## src/rtl/ann_pkg.sv

```systemverilog
// Shared geometry defaults, FSM state encoding and helpers for the best-array sender.
package ann_pkg;
  localparam int unsigned DATA_WIDTH = 11;
  localparam int unsigned ROW_SIZE   = 26;
  localparam int unsigned COL_SIZE   = 19;
  localparam int unsigned BLOCKING   = 4;
  localparam int unsigned NUM_QUERYS = ROW_SIZE * COL_SIZE;
  localparam int unsigned ADDR_W     = 9;

  typedef enum logic [2:0] {
    IDLE,
    READ,
    CAPTURE,
    SEND,
    FINISH
  } state_t;

  function automatic int unsigned ceil_div(input int unsigned a, input int unsigned b);
    return (a + b - 1) / b;
  endfunction
endpackage

```

## src/rtl/best_arr_sender_if.sv

```systemverilog
// Result-memory read port and output-FIFO write port of the best-array sender.
interface best_arr_sender_if
  import ann_pkg::*;
#(
  parameter int unsigned DATA_WIDTH = ann_pkg::DATA_WIDTH
);
  logic                      mem_ren;
  logic [ADDR_W-1:0]         mem_raddr;
  logic [DATA_WIDTH-1:0]     mem_ridx;
  logic [2*DATA_WIDTH-1:0]   mem_rdist;
  logic                      out_fifo_wenq;
  logic [DATA_WIDTH-1:0]     out_fifo_wdata;
  logic                      out_fifo_wfull_n;

  modport master (
    output mem_ren, mem_raddr, out_fifo_wenq, out_fifo_wdata,
    input  mem_ridx, mem_rdist, out_fifo_wfull_n
  );

  modport slave (
    input  mem_ren, mem_raddr, out_fifo_wenq, out_fifo_wdata,
    output mem_ridx, mem_rdist, out_fifo_wfull_n
  );
endinterface

```

## src/rtl/blk_addr_gen.sv

```systemverilog
// Nested phase/px/x/y/xi traversal counters and the blocked query address they select.
module blk_addr_gen
  import ann_pkg::*;
#(
  parameter int unsigned ROW_SIZE = ann_pkg::ROW_SIZE,
  parameter int unsigned COL_SIZE = ann_pkg::COL_SIZE,
  parameter int unsigned BLOCKING = ann_pkg::BLOCKING
) (
  input  logic              clk,
  input  logic              rst,
  input  logic              i_inc,
  output logic              o_valid,
  output logic [ADDR_W-1:0] o_addr,
  output logic              o_last,
  output logic              o_phase
);
  localparam int unsigned HALF = ROW_SIZE / 2;
  localparam int unsigned XN   = ceil_div(HALF, BLOCKING);
  localparam int unsigned XW   = (XN > 1) ? $clog2(XN) : 1;
  localparam int unsigned YW   = (COL_SIZE > 1) ? $clog2(COL_SIZE) : 1;
  localparam int unsigned IW   = (BLOCKING > 1) ? $clog2(BLOCKING) : 1;

  logic          r_phase;
  logic          r_px;
  logic [XW-1:0] r_x;
  logic [YW-1:0] r_y;
  logic [IW-1:0] r_xi;

  logic [31:0]   w_col;
  logic          w_xi_end;
  logic          w_y_end;
  logic          w_x_end;

  assign w_col    = 32'(r_x) * BLOCKING + 32'(r_xi);
  // xi wraps early past the half-row edge, so padded columns of the last block are never visited
  assign w_xi_end = (32'(r_xi) == BLOCKING - 1) || (w_col + 1 >= HALF);
  assign w_y_end  = (32'(r_y) == COL_SIZE - 1);
  assign w_x_end  = (32'(r_x) == XN - 1);

  assign o_valid  = (w_col < HALF);
  assign o_addr   = ADDR_W'(32'(r_px) * HALF + 32'(r_y) * ROW_SIZE + w_col);
  assign o_last   = r_phase & r_px & w_x_end & w_y_end & w_xi_end;
  assign o_phase  = r_phase;

  always_ff @(posedge clk) begin
    if (rst) begin
      r_phase <= '0;
      r_px    <= '0;
      r_x     <= '0;
      r_y     <= '0;
      r_xi    <= '0;
    end else if (i_inc) begin
      if (!w_xi_end) begin
        r_xi <= r_xi + 1'b1;
      end else begin
        r_xi <= '0;
        if (!w_y_end) begin
          r_y <= r_y + 1'b1;
        end else begin
          r_y <= '0;
          if (!w_x_end) begin
            r_x <= r_x + 1'b1;
          end else begin
            r_x <= '0;
            if (!r_px) begin
              r_px <= 1'b1;
            end else begin
              r_px    <= 1'b0;
              r_phase <= ~r_phase;
            end
          end
        end
      end
    end
  end
endmodule

```

## src/rtl/best_arr_sender.sv

```systemverilog
// Streams best indices, then best distances (two words each), from the result memory into the output FIFO.
module best_arr_sender
  import ann_pkg::*;
#(
  parameter int unsigned DATA_WIDTH = ann_pkg::DATA_WIDTH,
  parameter int unsigned ROW_SIZE   = ann_pkg::ROW_SIZE,
  parameter int unsigned COL_SIZE   = ann_pkg::COL_SIZE,
  parameter int unsigned BLOCKING   = ann_pkg::BLOCKING
) (
  input  logic              clk,
  input  logic              rst,
  input  logic              send_best_arr,
  output logic              busy,
  output logic              done,
  best_arr_sender_if.master bus
);
  state_t                  r_state;
  state_t                  w_next;
  logic                    r_half;
  logic [DATA_WIDTH-1:0]   r_idx;
  logic [2*DATA_WIDTH-1:0] r_dist;

  logic                    w_valid;
  logic                    w_last;
  logic                    w_phase;
  logic [ADDR_W-1:0]       w_addr;
  logic                    w_accept;
  logic                    w_entry_done;
  logic                    w_inc;

  assign w_accept     = (r_state == SEND) && bus.out_fifo_wfull_n;
  assign w_entry_done = w_accept && (!w_phase || r_half);
  assign w_inc        = ((r_state == READ) && !w_valid) || w_entry_done;

  blk_addr_gen #(
    .ROW_SIZE (ROW_SIZE),
    .COL_SIZE (COL_SIZE),
    .BLOCKING (BLOCKING)
  ) u_addr_gen (
    .clk     (clk),
    .rst     (rst),
    .i_inc   (w_inc),
    .o_valid (w_valid),
    .o_addr  (w_addr),
    .o_last  (w_last),
    .o_phase (w_phase)
  );

  always_ff @(posedge clk) begin
    if (rst) begin
      r_state <= IDLE;
      r_half  <= '0;
      r_idx   <= '0;
      r_dist  <= '0;
    end else begin
      r_state <= w_next;
      if (r_state == CAPTURE) begin
        r_idx  <= bus.mem_ridx;
        r_dist <= bus.mem_rdist;
      end
      if (w_accept && w_phase) begin
        r_half <= ~r_half;
      end
    end
  end

  always_comb begin
    w_next = r_state;
    case (r_state)
      IDLE:    if (send_best_arr) w_next = READ;
      READ:    if (w_valid) w_next = CAPTURE;
      CAPTURE: w_next = SEND;
      SEND:    if (w_entry_done) w_next = w_last ? FINISH : READ;
      FINISH:  w_next = IDLE;
      default: w_next = IDLE;
    endcase
  end

  always_comb begin
    bus.mem_ren        = 1'b0;
    bus.mem_raddr      = '0;
    bus.out_fifo_wenq  = 1'b0;
    bus.out_fifo_wdata = '0;
    busy               = (r_state != IDLE);
    done               = (r_state == FINISH);
    case (r_state)
      READ: begin
        if (w_valid) begin
          bus.mem_ren   = 1'b1;
          bus.mem_raddr = w_addr;
        end
      end
      SEND: begin
        if (bus.out_fifo_wfull_n) begin
          bus.out_fifo_wenq = 1'b1;
          if (!w_phase)
            bus.out_fifo_wdata = r_idx;
          else if (r_half)
            bus.out_fifo_wdata = r_dist[2*DATA_WIDTH-1:DATA_WIDTH];
          else
            bus.out_fifo_wdata = r_dist[DATA_WIDTH-1:0];
        end
      end
      default: ;
    endcase
  end
endmodule

```

## src/flat_wrapper.sv

```systemverilog
// flat-port wrapper written by rule: the top's interface ports become plain ports
module best_arr_sender_flat import ann_pkg::*;
#(
  parameter int unsigned DATA_WIDTH = ann_pkg::DATA_WIDTH,
  parameter int unsigned ROW_SIZE   = ann_pkg::ROW_SIZE,
  parameter int unsigned COL_SIZE   = ann_pkg::COL_SIZE,
  parameter int unsigned BLOCKING   = ann_pkg::BLOCKING
)
  (clk, rst, send_best_arr, busy, done, bus_mem_ren, bus_mem_raddr, bus_out_fifo_wenq, bus_out_fifo_wdata, bus_mem_ridx, bus_mem_rdist, bus_out_fifo_wfull_n);
  best_arr_sender_if #(.DATA_WIDTH(DATA_WIDTH)) bus_i ();
  input  logic clk;
  input  logic rst;
  input  logic send_best_arr;
  output logic busy;
  output logic done;
  output wire logic [$bits(bus_i.mem_ren)-1:0] bus_mem_ren;
  output wire logic [$bits(bus_i.mem_raddr)-1:0] bus_mem_raddr;
  output wire logic [$bits(bus_i.out_fifo_wenq)-1:0] bus_out_fifo_wenq;
  output wire logic [$bits(bus_i.out_fifo_wdata)-1:0] bus_out_fifo_wdata;
  input wire logic [$bits(bus_i.mem_ridx)-1:0] bus_mem_ridx;
  input wire logic [$bits(bus_i.mem_rdist)-1:0] bus_mem_rdist;
  input wire logic [$bits(bus_i.out_fifo_wfull_n)-1:0] bus_out_fifo_wfull_n;
  assign bus_mem_ren = bus_i.mem_ren;
  assign bus_mem_raddr = bus_i.mem_raddr;
  assign bus_out_fifo_wenq = bus_i.out_fifo_wenq;
  assign bus_out_fifo_wdata = bus_i.out_fifo_wdata;
  assign bus_i.mem_ridx = bus_mem_ridx;
  assign bus_i.mem_rdist = bus_mem_rdist;
  assign bus_i.out_fifo_wfull_n = bus_out_fifo_wfull_n;
  best_arr_sender #(.DATA_WIDTH(DATA_WIDTH), .ROW_SIZE(ROW_SIZE), .COL_SIZE(COL_SIZE), .BLOCKING(BLOCKING)) u_core (.clk(clk), .rst(rst), .send_best_arr(send_best_arr), .busy(busy), .done(done), .bus(bus_i));
endmodule
```

## config.mk

```make
export PLATFORM = sky130hd
export DESIGN_NAME = best_arr_sender_flat
export DESIGN_NICKNAME = d
export VERILOG_FILES = /design/src/rtl/ann_pkg.sv /design/src/rtl/best_arr_sender_if.sv /design/src/rtl/blk_addr_gen.sv /design/src/rtl/best_arr_sender.sv /design/src/flat_wrapper.sv
export SDC_FILE = /design/constraint.sdc
export NUM_CORES = 1
export LEC_CHECK = 0
export ABC_AREA = 1
export CORE_ASPECT_RATIO = 1.4
export CORE_MARGIN = 2
export CORE_UTILIZATION = 39
export DETAILED_ROUTE_END_ITERATION = 10
export DONT_BUFFER_PORTS = 1
export RECOVER_POWER = 100
export SYNTH_ARGS = -nofsm -noshare
export SYNTH_HDL_FRONTEND = slang
export SYNTH_HIERARCHICAL = 1
export SYNTH_SLANG_ARGS = --single-unit
```

## constraint.sdc

```tcl
create_clock -name clk -period 4.1 [get_ports clk]
set_input_delay 0.82 -clock clk [delete_from_list [all_inputs] [get_ports clk]]
set_output_delay 0.82 -clock clk [all_outputs]
set_load 0.01 [all_outputs]
```

==> results.md, run 1 <==
* Status: finished with violations
* Violated checks: capacitance limit, slew limit
* Avg Cell Area, Syn at 7.03 µm²
* Detailed Route Iter0 Violations at 70
* Final setup vio count at 0
* CTS Buf Count at 5
* Initial antenna violation count at 0
* FF+latch count, synth at 48
* Core box area at 0.00741 mm²
* Leak at 0.00140 µW
* Clock root buffer: clkbuf_8
* Final period util at 94.0%
* Slew HR at -37.0%
* Kind of critical path: flop to output pin
* Period minus WS final at 3.85 ns
* Dpl cells at 506
* Final GP Congestion at 0.812
* CP Max Fanout at 5
* CTS H-Tree Depth at 2
* DRC viols at 0
* RSZ-0062 raised after global routing: no
* Post-route ant nets at 0
* Drt first pass iters at 4
* Req. time, crit path at 3.28 ns
* Starting density of the core at 40.6%
* Hold Path Stages at 2
* Hold_sp: u_core/r_idx[8]
* Port Buffers at 0
* Synth-to-Final Area Change at 4.08%
* Grt ovf at 0
* Die ar. at 0.00844 mm²
* Clock sinks at 48
* Cell taking the most area after synthesis: dfxtp_1
* FF-to-FF path depth at 4
* Fraction of layout cells with a size suffix above 1 at 4.08%
* Worst vdd ir at 0.000136 V
* Hpwl dp at 5.08 mm
* Synth top area share at 31.9%
* GRT Total Usage at 16.2%
* Final hold slack at 0.454 ns
* Worst Skew at 0.00670 ns
* Synthesis Warnings at 6
* Syn nets at 493
* Maximum root-to-sink buffer count at 2
* Worst Setup End Kind: output pin
* Worst-Margin Slew at 2.05 ns
* Vias in the first global route at 2380
* Post-synthesis sequential area ratio at 31.9%
* First-pass GRT wire length at 11.1 mm
* Yosys cell types at 26
* Final WL at 6.83 mm
* Slew Limit Fails at 68
* Number of core rows at 37
* Maxcap violations at 1
* Largest cells by area after synthesis: dfxtp_1, a21oi_1, ha_1, inv_1, nand2_1
* Hold WC Path Type: flop to flop
* Routed len/inst at 13.3 µm
* Clk_lat worst skew at 0.30 ns
* Largest net degree at the start of global routing at 68
* Vias/cell at 5.01
* FMAX at 259 MHz
* Final Non-Filler Cells at 515
* Most frequent cells in the layout: inv_1, nand2_1, a21oi_1
* Worst r2r src: u_core/r_state[2]
* Clock Pin Slew Worst Setup and Hold Paths at 0.10 ns
* Final nets at 481
* Cell Area, Synth at 0.00301 mm²
* Total negative setup slack at 0 ns
* R2r setup slk at 1.08 ns
* Synth Instances at 428
* Pwr per Cell Area at 326 mW/mm²
* Hold endpoint: u_core/r_idx[8]
* CTS tree: yes
* Commonest non-fill, non-tap cell in the layout: inv_1
* Die H at 108 µm
* Arrival time at the worst endpoint at 3.03 ns
* Via count at 2578
* Boundary Pins at 61
* Critical Path Source Type: flop
* Die Span X at 78.2 µm
* Final Hold Vio Count at 0
* R2r endpoint: u_core/r_dist[11]
==> power breakdown <==
| part | total (µW) | leakage, µW | switching (µW) | internal (µW) |
|---|---|---|---|---|
| clock network | 351 | 0.0000583 | 167 | 184 |
| registers | 532 | 0.000393 | 19.1 | 512 |
| logic | 139 | 0.000949 | 93.7 | 45.3 |
==> cell type report <==
cell class                 count  area [µm²]
antenna                        1        2.50
clock buffer                   5        68.8
clock inverter                 3        47.5
fill                         818        4280
inverter                      75         282
multi-input combinational    286        1640
sequential                    48         965
tap                           97         121
==> routing by layer <==
metal | routed length (µm) | vias up | global-route usage (%) | part of all wire, %
met5 | 0 | - | 0 | 0
met4 | 145 | 0 | 6.02 | 2.1
met3 | 379 | 12 | 3.61 | 5.5
met2 | 3390 | 55 | 29.6 | 50
met1 | 2920 | 1160 | 18.3 | 43
li1 | - | 1351 | - | -
==> synthesized netlist by cell type <==
cell and count:
a21boi_0 2, a21oi_1 60, a22oi_1 11, a31oi_1 1, buf_1 1, buf_2 6, buf_6 5, clkbuf_1 5
clkbuf_2 2, dfxtp_1 48, fa_1 5, ha_1 23, inv_1 72, inv_2 3, nand2_1 67, nand2_2 1
nand3_1 20, nand3_2 3, nand3b_1 4, nand4_1 5, nor2_1 38, nor3_1 1, o211ai_1 1, o21ai_0 36
xnor2_1 4, xor2_1 4
==> worst max-delay path: stages, from the launching register on <==
cell and delay, ns:
dfxtp_2 0.36, ha_1 0.31, fa_1 0.54, inv_1 0.07, fa_1 0.57, inv_1 0.08
nand2_1 0.06, a21boi_1 0.19, nand2_1 0.10, nand3_1 0.09, nand2_1 0.05, nand2_1 0.05
nand2_1 0.06, nor2_2 0.20
==> through the flow <==
step                      area, µm²  util, %  setup slack, ns  power (µW)
after detailed placement       3010     40.6            0.403         683
final                          3130     42.3            0.246        1020
after global routing           3130     42.2           0.0186        1080
after floorplan                3010        -            0.680         667
after CTS                      3130     42.2           0.0572        1040
after global placement         3010     40.6            0.517         678
==> state kept, by name, indices dropped and copies added (netlist names) <==
name	cells
u_core/r_half	1
u_core/u_addr_gen/r_px	1
u_core/u_addr_gen/o_phase	1
u_core/u_addr_gen/r_x	2
u_core/u_addr_gen/r_y	5
u_core/r_state	3
u_core/r_idx	11
u_core/r_dist	22
u_core/u_addr_gen/r_xi	2
==> how the worst max path moves through the flow <==
| stage | startpoint | to | slack, ns | cells past startpoint |
|---|---|---|---|---|
| 2_1_floorplan | u_core/u_addr_gen/r_y[2] | bus_mem_raddr[8] | 0.68 | 13 |
| 3_3_place_gp | u_core/u_addr_gen/r_y[2] | bus_mem_raddr[8] | 0.52 | 13 |
| 3_5_place_dp | u_core/u_addr_gen/r_y[2] | bus_mem_raddr[8] | 0.40 | 13 |
| 4_1_cts | u_core/u_addr_gen/r_y[2] | bus_mem_raddr[8] | 0.06 | 13 |
| 5_1_grt | u_core/u_addr_gen/r_y[2] | bus_mem_raddr[8] | 0.02 | 13 |
| 6_report | u_core/u_addr_gen/r_y[1] | bus_mem_raddr[8] | 0.25 | 13 |
==> timing repair <==
item / CTS / global route
setup buffers: 0 / 0
setup endpoints to repair: 0 / 3
hold buffers: 0 / 0
resized for setup: 0 / 5
==> logic make-up after synthesis <==
| group | after synthesis | share of synthesized area, % |
|---|---|---|
| compound gates | 111 | 19.7 |
| xor+xnor | 8 | 2.33 |
| fa+ha+maj | 28 | 12.9 |
| buf+inv | 94 | 13.3 |
| flops | 48 | 31.9 |
| simple gates | 139 | 19.8 |
Power figures use the tool's default switching activity.
==> run 2, diff against run 1 <==
- CORE_MARGIN: 2 -> 4
==> run 2 against run 1 <==
The flow still finishes with violations (capacitance limit, slew limit). Global-route usage decreased by 1.0 points. Fmax increased by 0.61%. Die area increased by 9.0%. Worst hold slack about the same. Count of clock-buffer cells in the layout unchanged. Setup slack improved by 0.024 ns. Clock power decreased by 1%. Largest cell class unchanged. Highest routed layer is now met5.
==> results.md, run 2 (same netlist as run 1, synthesis figures left out) <==
* Diode count at 0 (-1)
* Final Hold Vio Count at 0 (unchanged)
* Slowest cell delay on critical path at 0.57 ns (about the same)
* Fillers at 789 (-3.5%)
* Final Util at 42.0% (-0.31 points)
* Hold WC Path Type: flop to flop
* Final WL at 6.83 mm (about the same)
* Initial antenna violation count at 2 (+2)
* Status: finished with violations
* Worst-Margin Slew at 1.80 ns (-0.249 ns)
* GRT Total Usage at 15.2% (-1.0 points)
* RSZ-0062 raised after global routing: no
* CTS Buf Count at 5 (unchanged)
* Post-route ant nets at 0 (unchanged)
* Slew HR at -20.4% (+17 points)
* Vias in the first global route at 2422 (+1.8%)
* Vias/cell at 5.04 (+0.74%)
* Worst Skew at 0.00937 ns (+0.00266 ns)
* CP Depth at 13 (unchanged)
* Dpl cells at 507 (+0.20%)
* Port Buffers at 0 (unchanged)
* Final nets at 482 (+0.21%)
* Die H at 112 µm (+3.7%)
* Clock sinks at 48 (unchanged)
* Worst path bufs/invs at 2 (unchanged)
* CP Max Fanout at 5 (unchanged)
* Maximum root-to-sink buffer count at 2 (unchanged)
* R2r setup slk at 1.36 ns (+0.28 ns)
* CTS tree: yes
* Final hold slack at 0.454 ns (+0.0000680 ns)
* Starting density of the core at 40.4% (-0.25 points)
* Synth-to-Final Area Change at 3.95%
* Via count at 2597 (+0.74%)
* Total negative setup slack at 0 ns (unchanged)
* Number of core rows at 37 (unchanged)
* # hold bufs at CTS at 0 (unchanged)
* DRC viols at 0 (unchanged)
* Clock Pin Slew Worst Setup and Hold Paths at 0.09 ns (about the same)
* Boundary Pins at 61 (unchanged)
* Clock root buffer: clkbuf_8
* Hold Path Stages at 2 (unchanged)
* Final setup vio count at 0 (unchanged)
* CTS H-Tree Depth at 2 (unchanged)
* Largest register FFs at 22 (unchanged)
* Drt first pass iters at 4 (unchanged)
* Critical Path Source Type: flop
* Final GP Congestion at 0.799 (-1.6%)
* Grt ovf at 0 (unchanged)
* Die Span X at 82.2 µm (+5.1%)
* Largest delay share family, worst path: adder cells
* Die ar. at 0.00920 mm² (+9.0%)
* Worst vdd ir at 0.000176 V (+29%)
* Period minus WS final at 3.83 ns (-0.0235 ns)
* Arrival time at the worst endpoint at 3.01 ns (-0.02 ns)
* Largest net degree at the start of global routing at 60 (-12%)
* Core box area at 0.00745 mm² (+0.63%)
* Fraction of layout cells with a size suffix above 1 at 4.07% (-0.0098 points)
* Slowest stage cell, crit path: fa_1
* First-pass GRT wire length at 11.2 mm (+1.0%)
* Pwr per Cell Area at 325 mW/mm² (-0.24%)
* Most flops, register: u_core/r_dist
* Final Non-Filler Cells at 515 (unchanged)
* Final period util at 93.4% (-0.57 points)
* Leak at 0.00140 µW (-0.21%)
* Hpwl dp at 5.24 mm (+3.3%)
* Detailed Route Iter0 Violations at 108 (+54%)
* Most frequent cells in the layout: inv_1, nand2_1, a21oi_1
* Req. time, crit path at 3.28 ns (about the same)
* Worst-path cell chain: ha_1 > fa_1 > inv_1 > fa_1 > inv_1 > nand2_1 > a21boi_1 > nand2_1 > nand3_1 > nand2_1 > nand2_1 > nand2_1 > nor2_2
* Slew Limit Fails at 60 (-12%)
* Maxcap violations at 1 (unchanged)
* Clk_lat worst skew at 0.30 ns (about the same)
* FMAX at 261 MHz (+0.61%)
* Largest registers: u_core/r_dist x22, u_core/r_idx x11, u_core/u_addr_gen/r_y x5
* Commonest non-fill, non-tap cell in the layout: inv_1
* Violated checks: capacitance limit, slew limit
* FF-to-FF path depth at 4 (unchanged)
* CP dominant cell by count: nand2_1
* Kind of critical path: flop to output pin
* Routed len/inst at 13.3 µm (about the same)
* Worst Setup End Kind: output pin
-- run 2: changes by cell type in the layout (fill, tap and decap cells not counted) --
cell,delta
clkinv_4,-2
clkinv_2,+1
diode_2,-1
clkinvlp_4,+1
clkbuf_1,+1
-- run 2: power by group --
group | internal, µW | switching [µW]
Sequential | 512 | 19.4
Combinational | 45.5 | 94.5
Clock | 181 | 165
-- run 2: through the flow --
stage	total power, µW	setup WS [ns]	area [µm²]
after floorplan	667	0.680	3010
after global placement	680	0.511	3020
after detailed placement	684	0.422	3020
after CTS	1030	0.0876	3130
after global routing	1070	0.0251	3130
final	1020	0.269	3130
-- run 2: path summary, 6_finish.rpt --
path / startpoint / endpoint
setup reg to reg: u_core/r_state[2] / u_core/r_dist[9]
setup / recovery: u_core/u_addr_gen/r_y[1] / bus_mem_raddr[8]
hold / removal: u_core/r_idx[6] / u_core/r_idx[6]
hold reg to reg: u_core/r_idx[6] / u_core/r_idx[6]
-- run 2: cell type report --
class	count	area, µm²	share of cell area [%]
clock buffer	5	68.8	2.20
sequential	48	965	30.9
timing repair buffer	1	3.75	0.120
inverter	75	282	9.00
tap	97	121	3.88
multi-input combinational	286	1640	52.6
clock inverter	3	42.5	1.36
-- run 2: worst min-delay path: stages (launching register included) --
cell     delay, ns
dfxtp_1       0.32
inv_1         0.05
a21oi_1       0.05
-- run 2: what timing repair did --
| item | 4_1_cts | 5_1_grt |
|---|---|---|
| setup buffers | 0 | 0 |
| resized for setup | 0 | 5 |
| endpoints found under the setup margin | 0 | 2 |
-- run 2: routing by layer --
metal	share of wire (%)	up-vias	global-route usage, %
met5	0.31	-	0
met4	1.6	4	4.77
met3	6.6	11	3.96
met2	50	55	26.2
met1	42	1173	17.8
li1	-	1354	-
